==> src/rtl/rgb2gray_stream.sv <==
// rgb2gray_stream: three-stage RGB to luma converter with valid/ready flow.
// Per-pixel coefficient mode, sideband pass-through, bubble-collapsing stalls.
module rgb2gray_stream #(
  parameter int CW = 8,
  parameter int OW = 8,
  parameter int UW = 2
) (
  input  logic            clk,
  input  logic            rst,
  input  logic            in_valid,
  output logic            in_ready,
  input  logic [3*CW-1:0] in_rgb,
  input  logic [1:0]      in_mode,
  input  logic [UW-1:0]   in_user,
  output logic            out_valid,
  input  logic            out_ready,
  output logic [OW-1:0]   out_y,
  output logic [UW-1:0]   out_user
);

  localparam int SW = CW + 9;
  localparam int SH = 8 + CW - OW;
  localparam logic [SW-1:0] RND  = SW'(1) << (SH - 1);
  localparam logic [SW-1:0] YMAX = (SW'(1) << OW) - SW'(1);

  logic          v1, v2, v3;
  logic          adv1, adv2, adv3;
  logic [SW-1:0] pr1, pg1, pb1;
  logic [SW-1:0] s2;
  logic [UW-1:0] u1, u2;

  logic [CW-1:0] r, g, b;
  logic [8:0]    kr, kg, kb;
  logic [SW-1:0] pr_d, pg_d, pb_d;
  logic [SW-1:0] ysh;
  logic [OW-1:0] y_d;

  assign {r, g, b} = in_rgb;

  always_comb begin
    kr = 9'd77;
    kg = 9'd150;
    kb = 9'd29;
    unique case (in_mode)
      2'd0: begin kr = 9'd77; kg = 9'd150; kb = 9'd29; end
      2'd1: begin kr = 9'd54; kg = 9'd183; kb = 9'd19; end
      2'd2: begin kr = 9'd85; kg = 9'd86;  kb = 9'd85; end
      2'd3: begin kr = 9'd0;  kg = 9'd256; kb = 9'd0;  end
    endcase
  end

  // Coefficients sum to 256, so every product and the sum fit in CW+9 bits.
  assign pr_d = SW'(kr) * SW'(r);
  assign pg_d = SW'(kg) * SW'(g);
  assign pb_d = SW'(kb) * SW'(b);

  assign ysh = s2 >> SH;
  assign y_d = (ysh > YMAX) ? {OW{1'b1}} : ysh[OW-1:0];

  assign adv3      = !v3 | out_ready;
  assign adv2      = !v2 | adv3;
  assign adv1      = !v1 | adv2;
  assign in_ready  = adv1;
  assign out_valid = v3;

  always_ff @(posedge clk) begin
    if (rst) begin
      v1       <= 1'b0;
      v2       <= 1'b0;
      v3       <= 1'b0;
      pr1      <= '0;
      pg1      <= '0;
      pb1      <= '0;
      s2       <= '0;
      u1       <= '0;
      u2       <= '0;
      out_y    <= '0;
      out_user <= '0;
    end else begin
      if (adv1) begin
        v1  <= in_valid & in_ready;
        pr1 <= pr_d;
        pg1 <= pg_d;
        pb1 <= pb_d;
        u1  <= in_user;
      end
      if (adv2) begin
        v2 <= v1;
        s2 <= pr1 + pg1 + pb1 + RND;
        u2 <= u1;
      end
      if (adv3) begin
        v3       <= v2;
        out_y    <= y_d;
        out_user <= u2;
      end
    end
  end

endmodule

==> config.mk <==
export PLATFORM = sky130hd
export DESIGN_NAME = rgb2gray_stream
export DESIGN_NICKNAME = d
export VERILOG_FILES = /design/src/rtl/rgb2gray_stream.sv
export SDC_FILE = /design/constraint.sdc
export NUM_CORES = 1
export LEC_CHECK = 0
export CAP_MARGIN = 25
export CORE_UTILIZATION = 35
export CTS_CLUSTER_SIZE = 12
export DETAILED_ROUTE_END_ITERATION = 8
export REMOVE_ABC_BUFFERS = 1
export SLEW_MARGIN = 20
export SYNTH_ARGS = -nofsm -noshare
export SYNTH_HDL_FRONTEND = slang
export SYNTH_SLANG_ARGS = --single-unit
==> constraint.sdc <==
create_clock -name clk -period 7.1 [get_ports clk]
set_input_delay 2.13 -clock clk [delete_from_list [all_inputs] [get_ports clk]]
set_output_delay 2.13 -clock clk [all_outputs]
set_load 0.05 [all_outputs]
==> flow_summary.yaml <==
final_layout:
  diodes: 0
  regArea_sq_mm: 0.00152
  fillCellCount: 2663
  nets: 1489
  areaGrowthSynthToFinish_pct: 16.8
  drive_gt1_frac: 0.0964
  multi_input_area_sq_mm: 0.00735
drt:
  drt-total-wl_microns: 21500
  avgRoutedWirePerCell_microns: 13.9
  drc: 0
  drt-pass1-iter-count: 4
  vias: 7476
  detail-route-antenna-nets: 0
  drt_iter0_drc: 269
  via_per_inst: 4.84
logic_synthesis:
  synthFlopType: "dfxtp_1"
  yosysUniqueCellTypes: 64
  ys_seq_area_frac: 0.158
  yosysMostFrequentCell: "inv_1"
  yosys_warnings: 0
  synthCells: 1105
  syn_avg_cell_area_sq_um: 8.70
  mappedNetlistArea_sq_mm: 0.00961
  ys_top_cells_by_count: "inv_1, ha_1, fa_1"
  async_reset_ff_frac: 0
  synth_top_area_cell: "fa_1"
  synthDominantCellAreaShare: 0.210
  ys_ff_latch: 76
  synth_edf_count: 0
  synthTopCellsByArea: "fa_1, ha_1, dfxtp_1, inv_1, and2_1"
global_routing:
  grt_usage: 0.162
  overflow: 0
  grt_max_degree: 58
  grt_pass1_wl_microns: 37300
  grt_pass1_vias: 7594
  antenna_found_initial: 0
clock_network:
  cts_tree: "yes"
  hold_buffers: 0
  htreeDepth: 3
  clk_pin_slew_ns: 0.06
  cts.path.max_buffers: 2
  cts_root_buf: "clkbuf_16"
  clock-sinks: 76
  clock_latency_ns: 0.34
  numCtsBuffers: 9
pwr:
  vdd.ir_drop.worst_mv: 0.192
  power.switching_mw: 1.40
  pwr-share-seq: 0.192
  intPower_mw: 1.83
  pwr-share-comb: 0.655
  p_total_mw: 3.22
  clkPwrFrac: 0.153
  p_leak_nw: 5.68
  pwr_density_cell_mw_per_mm2: 287
  switching_share: 0.433
floorplanning:
  start_util: 0.357
  core_area_sq_mm: 0.0270
  die_y_microns: 168
  ios: 44
  die_x_microns: 168
  rows: 60
  dieArea_sq_mm: 0.0281
critical_path:
  setup.worst_path.end_class: "register"
  r2r-start: "pr1[6]"
  path_class: "input port to register"
  worst_setup_path_start_kind: "input port"
  crit_arrival_ns: 7.09
  crit_required_ns: 7.37
  reg2reg_slack_ns: 4.16
  reg2regPathDepth: 9
  r2r_end: "s2[13]"
  critical_path.max_fanout: 8
timing:
  maxSlewViolCount: 0
  rsz0062_at_grt: "no"
  fin_worst_skew_ns: 0.00700
  fin_setup_tns_ns: 0
  fmax_ghz: 0.147
  finalSetupViolCount: 0
  relSlewSlack: 0.608
  hold_violations: 0
  worst_pin_slew_ns: 0.588
  post-route-min-period_ns: 6.82
  period_share: 0.961
hold_path:
  hp-class: "register to register"
  whs_endpoint: "u2[0]"
  holdCritStartpoint: "u2[0]"
  whs_path_depth: 2
place:
  io_buffers: 43
  gp_congestion: 0.871
  hpwl_microns: 18200
run_status:
  status: "finished clean"
run:
  maxCapViolations: 0
[metrics by stage]
| stage | instances | area, sq um | utilization | worst slack [ns] | hold WS (ns) |
|---|---|---|---|---|---|
| after CTS | 1544 | 11200 | 0.416 | 0.179 | 0.452 |
| after global placement | 1528 | 10900 | 0.404 | -0.107 | 0.439 |
| after detailed placement | 1528 | 10900 | 0.404 | -0.148 | 0.445 |
| after floorplan | 1071 | 9470 | - | 0.497 | 0.426 |
| after global routing | 1544 | 11200 | 0.417 | 0.0309 | 0.464 |
| final | 1544 | 11200 | 0.417 | 0.277 | 0.451 |
[registers in the layout, indices dropped and copies added (netlist names)]
| register | cells |
|---|---|
| v1 | 1 |
| out_valid | 1 |
| s2 | 9 |
| pg1 | 17 |
| out_y | 8 |
| u2 | 2 |
| v2 | 1 |
| pr1 | 17 |
| pb1 | 16 |
| out_user | 2 |
| u1 | 2 |
[timing repair]
item | in CTS | in global routing
setup buffers | 0 | 0
endpoints found under the setup margin | 0 | 6
gates resized for setup | 0 | 2
[cell type report]
type                            count  share of cell area
Inverter                          162              0.0542
Clock inverter                      6             0.00769
Timing Repair Buffer              116              0.0889
Multi-Input combinational cell    833               0.654
Tap cell                          341              0.0380
Clock buffer                       10              0.0213
Sequential cell                    76               0.136
[layout by cell type, fill, tap and decap left out, drive strengths merged, types with 12 or more instances in the layout]
cell / synthesis / layout
buf: 13 / 75
nand2b: 12 / 12
dfxtp: 76 / 76
and2: 76 / 76
nand2: 93 / 93
nor2: 56 / 56
nand3: 19 / 19
nor3: 32 / 32
ha: 158 / 158
nor2b: 38 / 38
fa: 101 / 101
xnor2: 12 / 12
inv: 162 / 163
a21oi: 64 / 64
a211oi: 18 / 18
clkdlybuf4s50: 0 / 40
a21o: 17 / 17
o21ai: 29 / 29
[metal layers]
metal,global-route usage,share of wire,vias up,routed length [microns]
li1,-,-,3877,-
met1,0.228,0.51,3511,11000
met2,0.270,0.46,78,9970
met3,0.0161,0.016,10,337
met4,0.0283,0.0083,0,178
met5,0,0,-,0
[power groups by stage]
stage | clock (mW) | sequential (mW) | combinational, mW
after floorplan | 0 | 0.629 | 1.48
after global placement | 0 | 0.626 | 2.07
after detailed placement | 0 | 0.628 | 2.09
after CTS | 0.503 | 0.620 | 2.12
after global routing | 0.521 | 0.631 | 2.43
final | 0.495 | 0.619 | 2.11
[worst max path at each step]
stage | from | endpoint | slack (ns) | depth (start not counted)
finish | in_mode[0] | pb1[13] | 0.28 | 20
global route | in_mode[0] | pg1[14] | 0.03 | 18
CTS | in_mode[1] | pb1[15] | 0.18 | 20
detailed placement | in_mode[1] | pb1[15] | -0.15 | 20
global placement | in_mode[1] | pg1[15] | -0.11 | 18
floorplan | in_mode[0] | pg1[14] | 0.50 | 17
[critical path, cell delays in order]
cell,delay [ns]
clkdlybuf4s50_1,0.48
inv_1,0.06
ha_1,0.33
and2_1,0.24
or2_2,0.29
fa_1,0.51
inv_1,0.05
fa_1,0.47
inv_1,0.05
fa_1,0.47
inv_1,0.05
fa_1,0.47
inv_1,0.04
ha_1,0.28
o211ai_1,0.11
a21oi_1,0.19
and4bb_1,0.27
o21bai_1,0.12
or3b_1,0.35
a21oi_1,0.14
[cell families after synthesis]
| logic type | Yosys count | synth area share |
|---|---|---|
| fa+ha+maj | 259 | 0.416 |
| buf+inv | 196 | 0.0779 |
| mux | 3 | 0.00313 |
| xor+xnor | 20 | 0.0182 |
| simple gates | 370 | 0.199 |
| compound gates | 181 | 0.127 |
| flops | 76 | 0.158 |
No activity file was read; power rests on OpenSTA's default activity.
